**config.mk**
```make
export PLATFORM = sky130hd
export DESIGN_NAME = sum_frame_tx
export DESIGN_NICKNAME = d
export VERILOG_FILES = /design/src/rtl/sum_tx_pkg.sv /design/src/rtl/baud_tick_gen.sv /design/src/rtl/sum_frame_tx.sv
export SDC_FILE = /design/constraint.sdc
export NUM_CORES = 1
export LEC_CHECK = 0
export CORE_UTILIZATION = 53
export CTS_CLUSTER_DIAMETER = 80
export DETAILED_ROUTE_END_ITERATION = 7
export PLACE_DENSITY = 0.78
export SLEW_MARGIN = 20
export SYNTH_ARGS = -nofsm -noshare
export SYNTH_HDL_FRONTEND = slang
export SYNTH_SLANG_ARGS = --single-unit
```
**constraint.sdc**
```tcl
create_clock -name clk -period 2.1 [get_ports clk]
set_input_delay 0.21 -clock clk [delete_from_list [all_inputs] [get_ports clk]]
set_output_delay 0.21 -clock clk [all_outputs]
set_load 0.005 [all_outputs]
```
**src/rtl/sum_tx_pkg.sv**
```systemverilog
// Shared definitions for the sum_frame_tx serial transmitter.
// Holds the FSM state encoding, the default frame geometry, the idle
// line level and a small helper for sizing counters.
package sum_tx_pkg;

  // Transmit FSM states. ST_PARITY is only reachable when the
  // SUM_TX_PARITY_EN build option is enabled.
  typedef enum logic [2:0] {
    ST_IDLE   = 3'd0,
    ST_START  = 3'd1,
    ST_DATA   = 3'd2,
    ST_PARITY = 3'd3,
    ST_STOP   = 3'd4
  } state_t;

  localparam int DATA_W_DEF       = 8;
  localparam int CLKS_PER_BIT_DEF = 4;

  // The data field carries the full sum, including the carry out.
  localparam int FRAME_DATA_BITS = DATA_W_DEF + 1;

  // The serial line rests high between frames and during the stop bit.
  localparam logic TX_IDLE_LVL = 1'b1;

  // Width needed to count 0..n-1, never less than one bit so that a
  // single-value counter still has a legal declaration.
  function automatic int cnt_width(input int n);
    return (n > 1) ? $clog2(n) : 1;
  endfunction

endpackage

```
**src/rtl/baud_tick_gen.sv**
```systemverilog
// Bit-period timer for sum_frame_tx.
// Counts 0..CLKS_PER_BIT-1 and wraps; tick_o is high during the last
// cycle of every bit period. clear_i restarts the period so the first
// bit of a frame (the start bit) lasts exactly CLKS_PER_BIT cycles.
module baud_tick_gen
  import sum_tx_pkg::*;
#(
  parameter int CLKS_PER_BIT = CLKS_PER_BIT_DEF
) (
  input  logic clk,
  input  logic rst,
  input  logic clear_i,
  output logic tick_o
);

  localparam int CNT_W = cnt_width(CLKS_PER_BIT);
  localparam logic [CNT_W-1:0] CNT_LAST = CNT_W'(CLKS_PER_BIT - 1);

  logic [CNT_W-1:0] cnt_q;

  // Free-running bit-period counter, restarted by clear_i.
  always_ff @(posedge clk or posedge rst) begin
    if (rst) begin
      cnt_q <= '0;
    end else if (clear_i) begin
      cnt_q <= '0;
    end else if (cnt_q == CNT_LAST) begin
      cnt_q <= '0;
    end else begin
      cnt_q <= cnt_q + CNT_W'(1);
    end
  end

  assign tick_o = (cnt_q == CNT_LAST);

endmodule

```
**src/rtl/sum_frame_tx.sv**
```systemverilog
// Serial transmitter for the adder datapath.
// Accepts two DATA_W-bit operands over a valid/ready handshake, forms the
// DATA_W+1 bit sum (carry included) and shifts it out on tx as a frame:
// start bit (0), DATA_W+1 data bits LSB-first, optional even parity bit,
// stop bit (1). Each bit lasts CLKS_PER_BIT clock cycles.
// Build option: define SUM_TX_PARITY_EN to insert the parity bit after
// the data bits; when undefined the data bits go straight to the stop bit.
module sum_frame_tx
  import sum_tx_pkg::*;
#(
  parameter int DATA_W       = DATA_W_DEF,
  parameter int CLKS_PER_BIT = CLKS_PER_BIT_DEF
) (
  input  logic              clk,
  input  logic              rst,
  input  logic              in_valid,
  output logic              in_ready,
  input  logic [DATA_W-1:0] a,
  input  logic [DATA_W-1:0] b,
  output logic              tx,
  output logic              busy,
  output logic              done
);

  localparam int NBITS     = DATA_W + 1;
  localparam int BIT_CNT_W = cnt_width(NBITS);
  localparam logic [BIT_CNT_W-1:0] LAST_BIT = BIT_CNT_W'(DATA_W);

  state_t               state_q;
  logic [NBITS-1:0]     shreg_q;
  logic [BIT_CNT_W-1:0] bit_cnt_q;
  logic                 tx_q;
  logic                 in_ready_q;
  logic                 busy_q;
  logic                 done_q;
`ifdef SUM_TX_PARITY_EN
  logic                 parity_q;
`endif

  logic [NBITS-1:0] sum_d;
  logic             accept;
  logic             baud_clear;
  logic             baud_tick;

  // Full-width add: zero-extend both operands so the carry lands in the
  // top bit of the data field.
  assign sum_d  = {1'b0, a} + {1'b0, b};
  assign accept = in_valid & in_ready_q;

  // The bit timer is held at zero while idle and restarted on accept, so
  // the start bit begins a fresh CLKS_PER_BIT period.
  assign baud_clear = accept | (state_q == ST_IDLE);

  baud_tick_gen #(
    .CLKS_PER_BIT (CLKS_PER_BIT)
  ) u_baud (
    .clk     (clk),
    .rst     (rst),
    .clear_i (baud_clear),
    .tick_o  (baud_tick)
  );

  // Frame sequencer: each bit boundary (baud tick) registers the next
  // line level into tx_q so the pin is glitch-free and changes one cycle
  // after the decision, matching the start bit falling after accept.
  always_ff @(posedge clk or posedge rst) begin
    if (rst) begin
      state_q    <= ST_IDLE;
      shreg_q    <= '0;
      bit_cnt_q  <= '0;
      tx_q       <= TX_IDLE_LVL;
      in_ready_q <= 1'b1;
      busy_q     <= 1'b0;
      done_q     <= 1'b0;
`ifdef SUM_TX_PARITY_EN
      parity_q   <= 1'b0;
`endif
    end else begin
      done_q <= 1'b0;
      case (state_q)
        ST_IDLE: begin
          if (accept) begin
            shreg_q    <= sum_d;
            bit_cnt_q  <= '0;
            tx_q       <= 1'b0;
            in_ready_q <= 1'b0;
            busy_q     <= 1'b1;
            state_q    <= ST_START;
`ifdef SUM_TX_PARITY_EN
            parity_q   <= 1'b0;
`endif
          end
        end

        ST_START: begin
          if (baud_tick) begin
            tx_q      <= shreg_q[0];
            shreg_q   <= shreg_q >> 1;
            bit_cnt_q <= '0;
            state_q   <= ST_DATA;
`ifdef SUM_TX_PARITY_EN
            parity_q  <= parity_q ^ shreg_q[0];
`endif
          end
        end

        ST_DATA: begin
          if (baud_tick) begin
            if (bit_cnt_q == LAST_BIT) begin
`ifdef SUM_TX_PARITY_EN
              tx_q    <= parity_q;
              state_q <= ST_PARITY;
`else
              tx_q    <= TX_IDLE_LVL;
              state_q <= ST_STOP;
`endif
            end else begin
              tx_q      <= shreg_q[0];
              shreg_q   <= shreg_q >> 1;
              bit_cnt_q <= bit_cnt_q + BIT_CNT_W'(1);
`ifdef SUM_TX_PARITY_EN
              parity_q  <= parity_q ^ shreg_q[0];
`endif
            end
          end
        end

`ifdef SUM_TX_PARITY_EN
        ST_PARITY: begin
          if (baud_tick) begin
            tx_q    <= TX_IDLE_LVL;
            state_q <= ST_STOP;
          end
        end
`endif

        ST_STOP: begin
          if (baud_tick) begin
            tx_q       <= TX_IDLE_LVL;
            in_ready_q <= 1'b1;
            busy_q     <= 1'b0;
            done_q     <= 1'b1;
            state_q    <= ST_IDLE;
          end
        end

        default: begin
          tx_q       <= TX_IDLE_LVL;
          in_ready_q <= 1'b1;
          busy_q     <= 1'b0;
          state_q    <= ST_IDLE;
        end
      endcase
    end
  end

  assign tx       = tx_q;
  assign in_ready = in_ready_q;
  assign busy     = busy_q;
  assign done     = done_q;

endmodule
```
==> results.cfg, run 1 <==
[detailed_routing]
wire_per_inst_um = 12.9
drtIter0Drc = 36
dr.pass1.iters = 4
drc = 0
routed_wl_um = 3090
avgViaCountPerCell = 5.81
vias = 1388
ant_nets = 0

[die]
dieArea_mm2 = 0.00309
coreArea_mm2 = 0.00273
fp-row-count = 19
initial_core_util = 0.557
die_x_um = 55.6
die_h_um = 55.6
num_io_pins = 23

[pwr]
total_power_mw = 0.921
peakVddDrop_mv = 0.335
total_leakage_power_nw = 0.858
powerDensity_mw_per_mm2 = 484
p_clk_frac = 0.359
combPwrFrac = 0.181
seqPwrFrac = 0.460
p_switching_mw = 0.210
swShare = 0.228
internal_power_mw = 0.711

[timing]
worst_slew_pin_slew_ns = 0.444
finalHoldViolations = 0
whs_ns = 0.205
slew_headroom = 0.704
period_share = 0.923
worst_slack_ns = 0.161
finalSetupViolations = 0
min_period_ns = 1.94
fmax_mhz = 516
fin_skew_ns = 0.0148
finalMaxSlewViolations = 0
rsz0062_at_grt = no

[clock_tree]
cts_buffer_depth = 2
cts_inserted_buffers = 3
cts_setup_buffers = 0
cts.sinks = 22
htree_levels = 1
cts_root_buffer = clkbuf_4
clk_pin_slew_ns = 0.13
cts_hold_buf = 0
insertion_delay_ns = 0.32
cts_tree = built

[global_routing]
grt_remaining_overflow = 0
grt_pass1_vias = 1380
grt_max_degree = 23
grt.total_usage = 0.229
grt_first_pass_wirelength_um = 5660
antenna_found_initial = 0

[yosys]
synth_cells = 176
synth_seq_cells = 22
avgSynthCellArea_um2 = 8.64
syn_nets = 207
syn_area_mm2 = 0.00152
synth_seq_area_share = 0.363
synth_cell_type_count = 47
yosysWarnings = 0

[setup_path]
critPathMaxStageDelay_ns = 0.46
required_ns = 2.33
rrSetupSlack_ns = 0.22
rr_startpoint = u_baud.cnt_q[0]
reg2reg_to = bit_cnt_q[3]
crit_chain = clkdlybuf4s50_1 > ha_1 > inv_1 > fa_1 > nor2b_2 > o31a_1 > o311a_1 > o41ai_2 > mux2_2
endpoint_kind = flip-flop
worst_ep_arrival_time_ns = 2.17
worstPathMaxFanout = 3
startpoint = b[0]
crit_type = in2reg
crit_path_start_kind = input port
cpMaxStageDelayCell = clkdlybuf4s50_1
worstRegToRegCells = 6

[place]
dp_hpwl_um = 2430
dp_cells = 235
dpl_worst_slack_ns = -0.244
io_buffers = 22
gp_congestion = 0.830

[final_layout]
area_growth_pct = 25.2
drive_gt1_frac = 0.130
fin_nets = 240
fillCellCount = 225
fin_cells = 239
antennaDiodeCount = 0

[flow_run]
cap_violations = 0

[run_status]
status = completed

[hold_path]
hold_path.class = in2async
sequential cells by signal, summed over array words and instances (netlist names):
signal	flops
bit_cnt_q	4
busy	1
done	1
in_ready	1
shreg_q	9
state_q	3
tx	1
u_baud.cnt_q	2
layer usage:
layer	vias to the layer above	GRT usage	routed length (µm)
met5	-	0	0
met4	0	0.0929	45
met3	4	0.0302	88
met2	27	0.422	1580
met1	658	0.265	1380
li1	699	-	-
layout by cell type, fill, tap and decap left out, types with 10 or more instances in the layout:
cell / Yosys / final
ha_1: 11 / 11
clkdlybuf4s50_1: 0 / 22
nor2_1: 15 / 15
nand2_1: 15 / 15
o21ai_0: 11 / 11
dfrtp_1: 20 / 20
buf_4: 0 / 13
a21oi_1: 17 / 17
o21ai_1: 10 / 10
metrics by stage:
step	instance area (µm²)	utilization	TNS, ns
floorplan	1520	-	0
global placement	1840	0.674	-0.318
detailed placement	1840	0.674	-0.433
CTS	1890	0.693	0
global route	1900	0.697	0
finish	1900	0.697	0
layout make-up:
cell class              count  area [µm²]  share of cell area
clock buffers               3        22.5              0.0118
flip-flops and latches     22         553               0.290
well taps                  31        38.8              0.0204
clock inverters             1        30.0              0.0158
repair buffers             35         318               0.167
inverters                   9        33.8              0.0177
multi-input cells         138         908               0.477
what timing repair did:
item                                    4_1_cts  5_1_grt
hold endpoints to repair                      0        0
gates resized for setup                       0        2
endpoints found under the setup margin        0        1
critical path, delay by kind of cell:
kind | cells | cell delay [ns]
muxes | 1 | 0.27
buffers and inverters | 2 | 0.52
and+or+nand+nor | 1 | 0.14
adders and majority gates | 2 | 0.56
AOI/OAI and AO/OA | 3 | 0.47
power groups by stage:
stage	Sequential (mW)	Clock [mW]	Combinational, mW
after floorplan	0.432	0	0.0893
after CTS	0.424	0.332	0.164
after detailed placement	0.432	0	0.162
final	0.424	0.331	0.167
after global placement	0.432	0	0.157
after global routing	0.424	0.343	0.186
synth_stat cells, drive strengths merged:
library cell	n	share of area
nand3b	4	0.020
o21ai	21	0.069
a2bb2oi	1	0.0058
o221ai	1	0.017
nand2b	6	0.025
nand3	4	0.013
or2	2	0.0099
or4b	1	0.0066
nor2	15	0.037
a21o	2	0.0099
xor2	1	0.0058
nand2	16	0.044
ha	11	0.090
a211oi	4	0.020
and3b	1	0.0058
mux2	2	0.015
and4	1	0.0058
o22ai	1	0.0041
nor4	1	0.0041
a21oi	17	0.056
inv	9	0.022
nor2b	2	0.0082
a211o	1	0.0058
a31oi	2	0.0082
o22a	1	0.0058
mux2i	1	0.0066
o21a	2	0.0099
dfrtp	20	0.33
dfstp	2	0.035
o31a	1	0.0058
and3	1	0.0041
o311a	1	0.0066
a22oi	1	0.0049
buf	3	0.014
or4	1	0.0049
fa	1	0.013
nor3	8	0.026
o41ai	1	0.0058
o32a	1	0.0066
and2	1	0.0041
clkbuf	4	0.0099
worst max path at each step:
stage | cells past startpoint | slack (ns) | endpoint
floorplan | 8 | 0.31 | shreg_q[6]
global placement | 9 | -0.18 | shreg_q[6]
detailed placement | 9 | -0.24 | shreg_q[6]
CTS | 9 | 0.08 | shreg_q[6]
global route | 9 | 0.03 | shreg_q[6]
finish | 9 | 0.16 | shreg_q[6]
cells by family (layout without fill, tap and decap cells):
kind of cell	count (synthesis)	after routing	synth area share
AOI/OAI and AO/OA	58	58	0.241
xor gates and xnor gates	1	1	0.00576
adders and majority gates	12	12	0.104
buffers and inverters	16	48	0.0460
DFF	22	22	0.363
muxes	3	3	0.0214
and+or+nand+nor	64	64	0.219
(Power assumes the default switching activity.)
==> inputs of run 2 (changes only) <==
- CTS_CLUSTER_DIAMETER: 80 -> default
- PLACE_DENSITY: 0.78 -> default
- PLACE_DENSITY_LB_ADDON: default -> 0.12
==> run 2 against run 1 <==
  * Worst hold slack better by 0.012 ns
  * Global-route usage is 0.63 points higher
  * Largest cell class unchanged
  * Highest routed layer unchanged
  * Combinational power barely moved
  * Cell area fell by 0.59%
==> results.cfg, run 2 (synthesis gave the netlist of run 1 again) <==
[run_status]
status = completed

[setup_path]
critPathMaxStageDelay_ns = 0.41
crit_chain = clkdlybuf4s50_1 > ha_1 > inv_1 > fa_1 > nor2b_1 > o31a_1 > o311a_1 > o41ai_2 > mux2_2
worst_ep_arrival_time_ns = 2.29
crit_type = in2reg
path_depth = 9
crit_family = compound AO/OA/AOI/OAI gates
required_ns = 2.36
endpoint_kind = flip-flop
cpMaxStageDelayCell = clkdlybuf4s50_1
worstPathMaxFanout = 3
worstRegToRegCells = 5
crit_path_start_kind = input port
critPathBufInv = 2

[final_layout]
regMostFlops = shreg_q
fin_nets = 241
layout_commonest_cell = clkdlybuf4s50_1
largest_reg_flops = 9
area_growth_pct = 24.4
stdcell_area_mm2 = 0.00189
fillCellCount = 218
drive_gt1_frac = 0.129
utilization = 0.692
reg_top3 = shreg_q x9, bit_cnt_q x4, state_q x3
mostFrequentLayoutCells = clkdlybuf4s50_1 (22), dfrtp_1 (20), a21oi_1 (17)
antennaDiodeCount = 0

[die]
die_h_um = 55.6
fp-row-count = 19
initial_core_util = 0.557
dieArea_mm2 = 0.00309
num_io_pins = 23
coreArea_mm2 = 0.00273
die_x_um = 55.6

[detailed_routing]
avgViaCountPerCell = 5.91
drtIter0Drc = 58
routed_wl_um = 3410
drc = 0
vias = 1419
wire_per_inst_um = 14.2
ant_nets = 0
dr.pass1.iters = 4

[place]
placed_area_mm2 = 0.00185
gp_congestion = 0.779
dp_hpwl_um = 2520
io_buffers = 22

[pwr]
internal_power_mw = 0.621
p_clk_frac = 0.287
combPwrFrac = 0.200
total_leakage_power_nw = 0.856
p_switching_mw = 0.205
seqPwrFrac = 0.513
swShare = 0.248
powerDensity_mw_per_mm2 = 436
peakVddDrop_mv = 0.505

[timing]
finalHoldViolations = 0
min_period_ns = 2.04
finalMaxSlewViolations = 0
fmax_mhz = 491
worst_slew_pin_slew_ns = 0.450
slew_headroom = 0.697
fin_skew_ns = 0.0101
period_share = 0.969
finalSetupViolations = 0

[global_routing]
grt_max_degree = 23
grt_first_pass_wirelength_um = 5710
grt_pass1_vias = 1327
grt.total_usage = 0.235
antenna_found_initial = 0
grt_remaining_overflow = 0

[clock_tree]
cts_resized = 0
cts_buffer_depth = 2
clk_pin_slew_ns = 0.13
cts_inserted_buffers = 3
cts.sinks = 22
cts_setup_buffers = 0
cts_tree = built
cts_root_buffer = clkbuf_4
cts_hold_buf = 0
insertion_delay_ns = 0.31
htree_levels = 1

[hold_path]
hold_path.class = in2async

[flow_run]
cap_violations = 0
-- run 2: final cells by class --
class,instances,area (µm²),area share
multi-input combinational,138,906,0.479
sequential,22,553,0.292
timing repair buffer,36,325,0.172
tap,31,38.8,0.0205
clock buffer,4,36.3,0.0192
inverter,9,33.8,0.0178
-- run 2: per-stage QoR --
step | worst slack (ns) | setup TNS [ns] | total power [mW] | hold slack [ns] | cells
6_report | 0.0642 | 0 | 0.826 | 0.217 | 240
5_1_grt | -0.0417 | -0.0417 | 0.868 | 0.245 | 240
4_1_cts | 0.111 | 0 | 0.831 | 0.222 | 240
3_5_place_dp | -0.212 | -0.410 | 0.593 | 0.436 | 236
3_3_place_gp | -0.164 | -0.269 | 0.587 | 0.427 | 236
2_1_floorplan | 0.308 | 0 | 0.521 | 0.198 | 176
-- run 2: worst register-to-register path, delay by kind of cell, from the launching register on --
kind               cells  cell delay (ns)
AOI/OAI and AO/OA      1             0.21
DFF                    1             0.56
and+or+nand+nor        4             1.03
-- run 2: routing by layer --
layer  track usage  vias up  share of wire  wire, µm
met5             0        -              0         0
met4        0.0536        0         0.0067        23
met3        0.0558        4          0.043       148
met2         0.403       34           0.49      1660
met1         0.301      668           0.46      1570
li1              -      713              -         -
-- run 2: final timing paths --
check / slack (ns) / end / startpoint
max reg2reg: 0.24 / bit_cnt_q[3] / state_q[1]
min: 0.22 / done / rst
min in group clk: 0.45 / u_baud.cnt_q[0] / u_baud.cnt_q[0]
max: 0.06 / shreg_q[6] / a[0]
max in group asynchronous: 1.61 / in_ready / rst
min reg2reg: 0.45 / u_baud.cnt_q[0] / u_baud.cnt_q[0]
-- run 2: power groups by stage --
stage          sequential, mW  clock [mW]  combinational [mW]
2_1_floorplan           0.432           0              0.0893
3_3_place_gp            0.432           0               0.156
3_5_place_dp            0.432           0               0.161
4_1_cts                 0.424       0.244               0.162
5_1_grt                 0.424       0.258               0.187
6_report                0.424       0.237               0.165
==> inputs of run 3 (changes only) <==
--- a/config.mk
+++ b/config.mk
@@ -9,3 +9,3 @@
 export DETAILED_ROUTE_END_ITERATION = 7
-export PLACE_DENSITY_LB_ADDON = 0.12
+export PLACE_DENSITY = 0.78
 export SLEW_MARGIN = 20
--- a/constraint.sdc
+++ b/constraint.sdc
@@ -3,2 +3,2 @@
 set_output_delay 0.21 -clock clk [all_outputs]
-set_load 0.005 [all_outputs]
+set_load 0.02 [all_outputs]
==> results of run 3 <==
Final layout, timing and power as in run 1 (identical DEF).
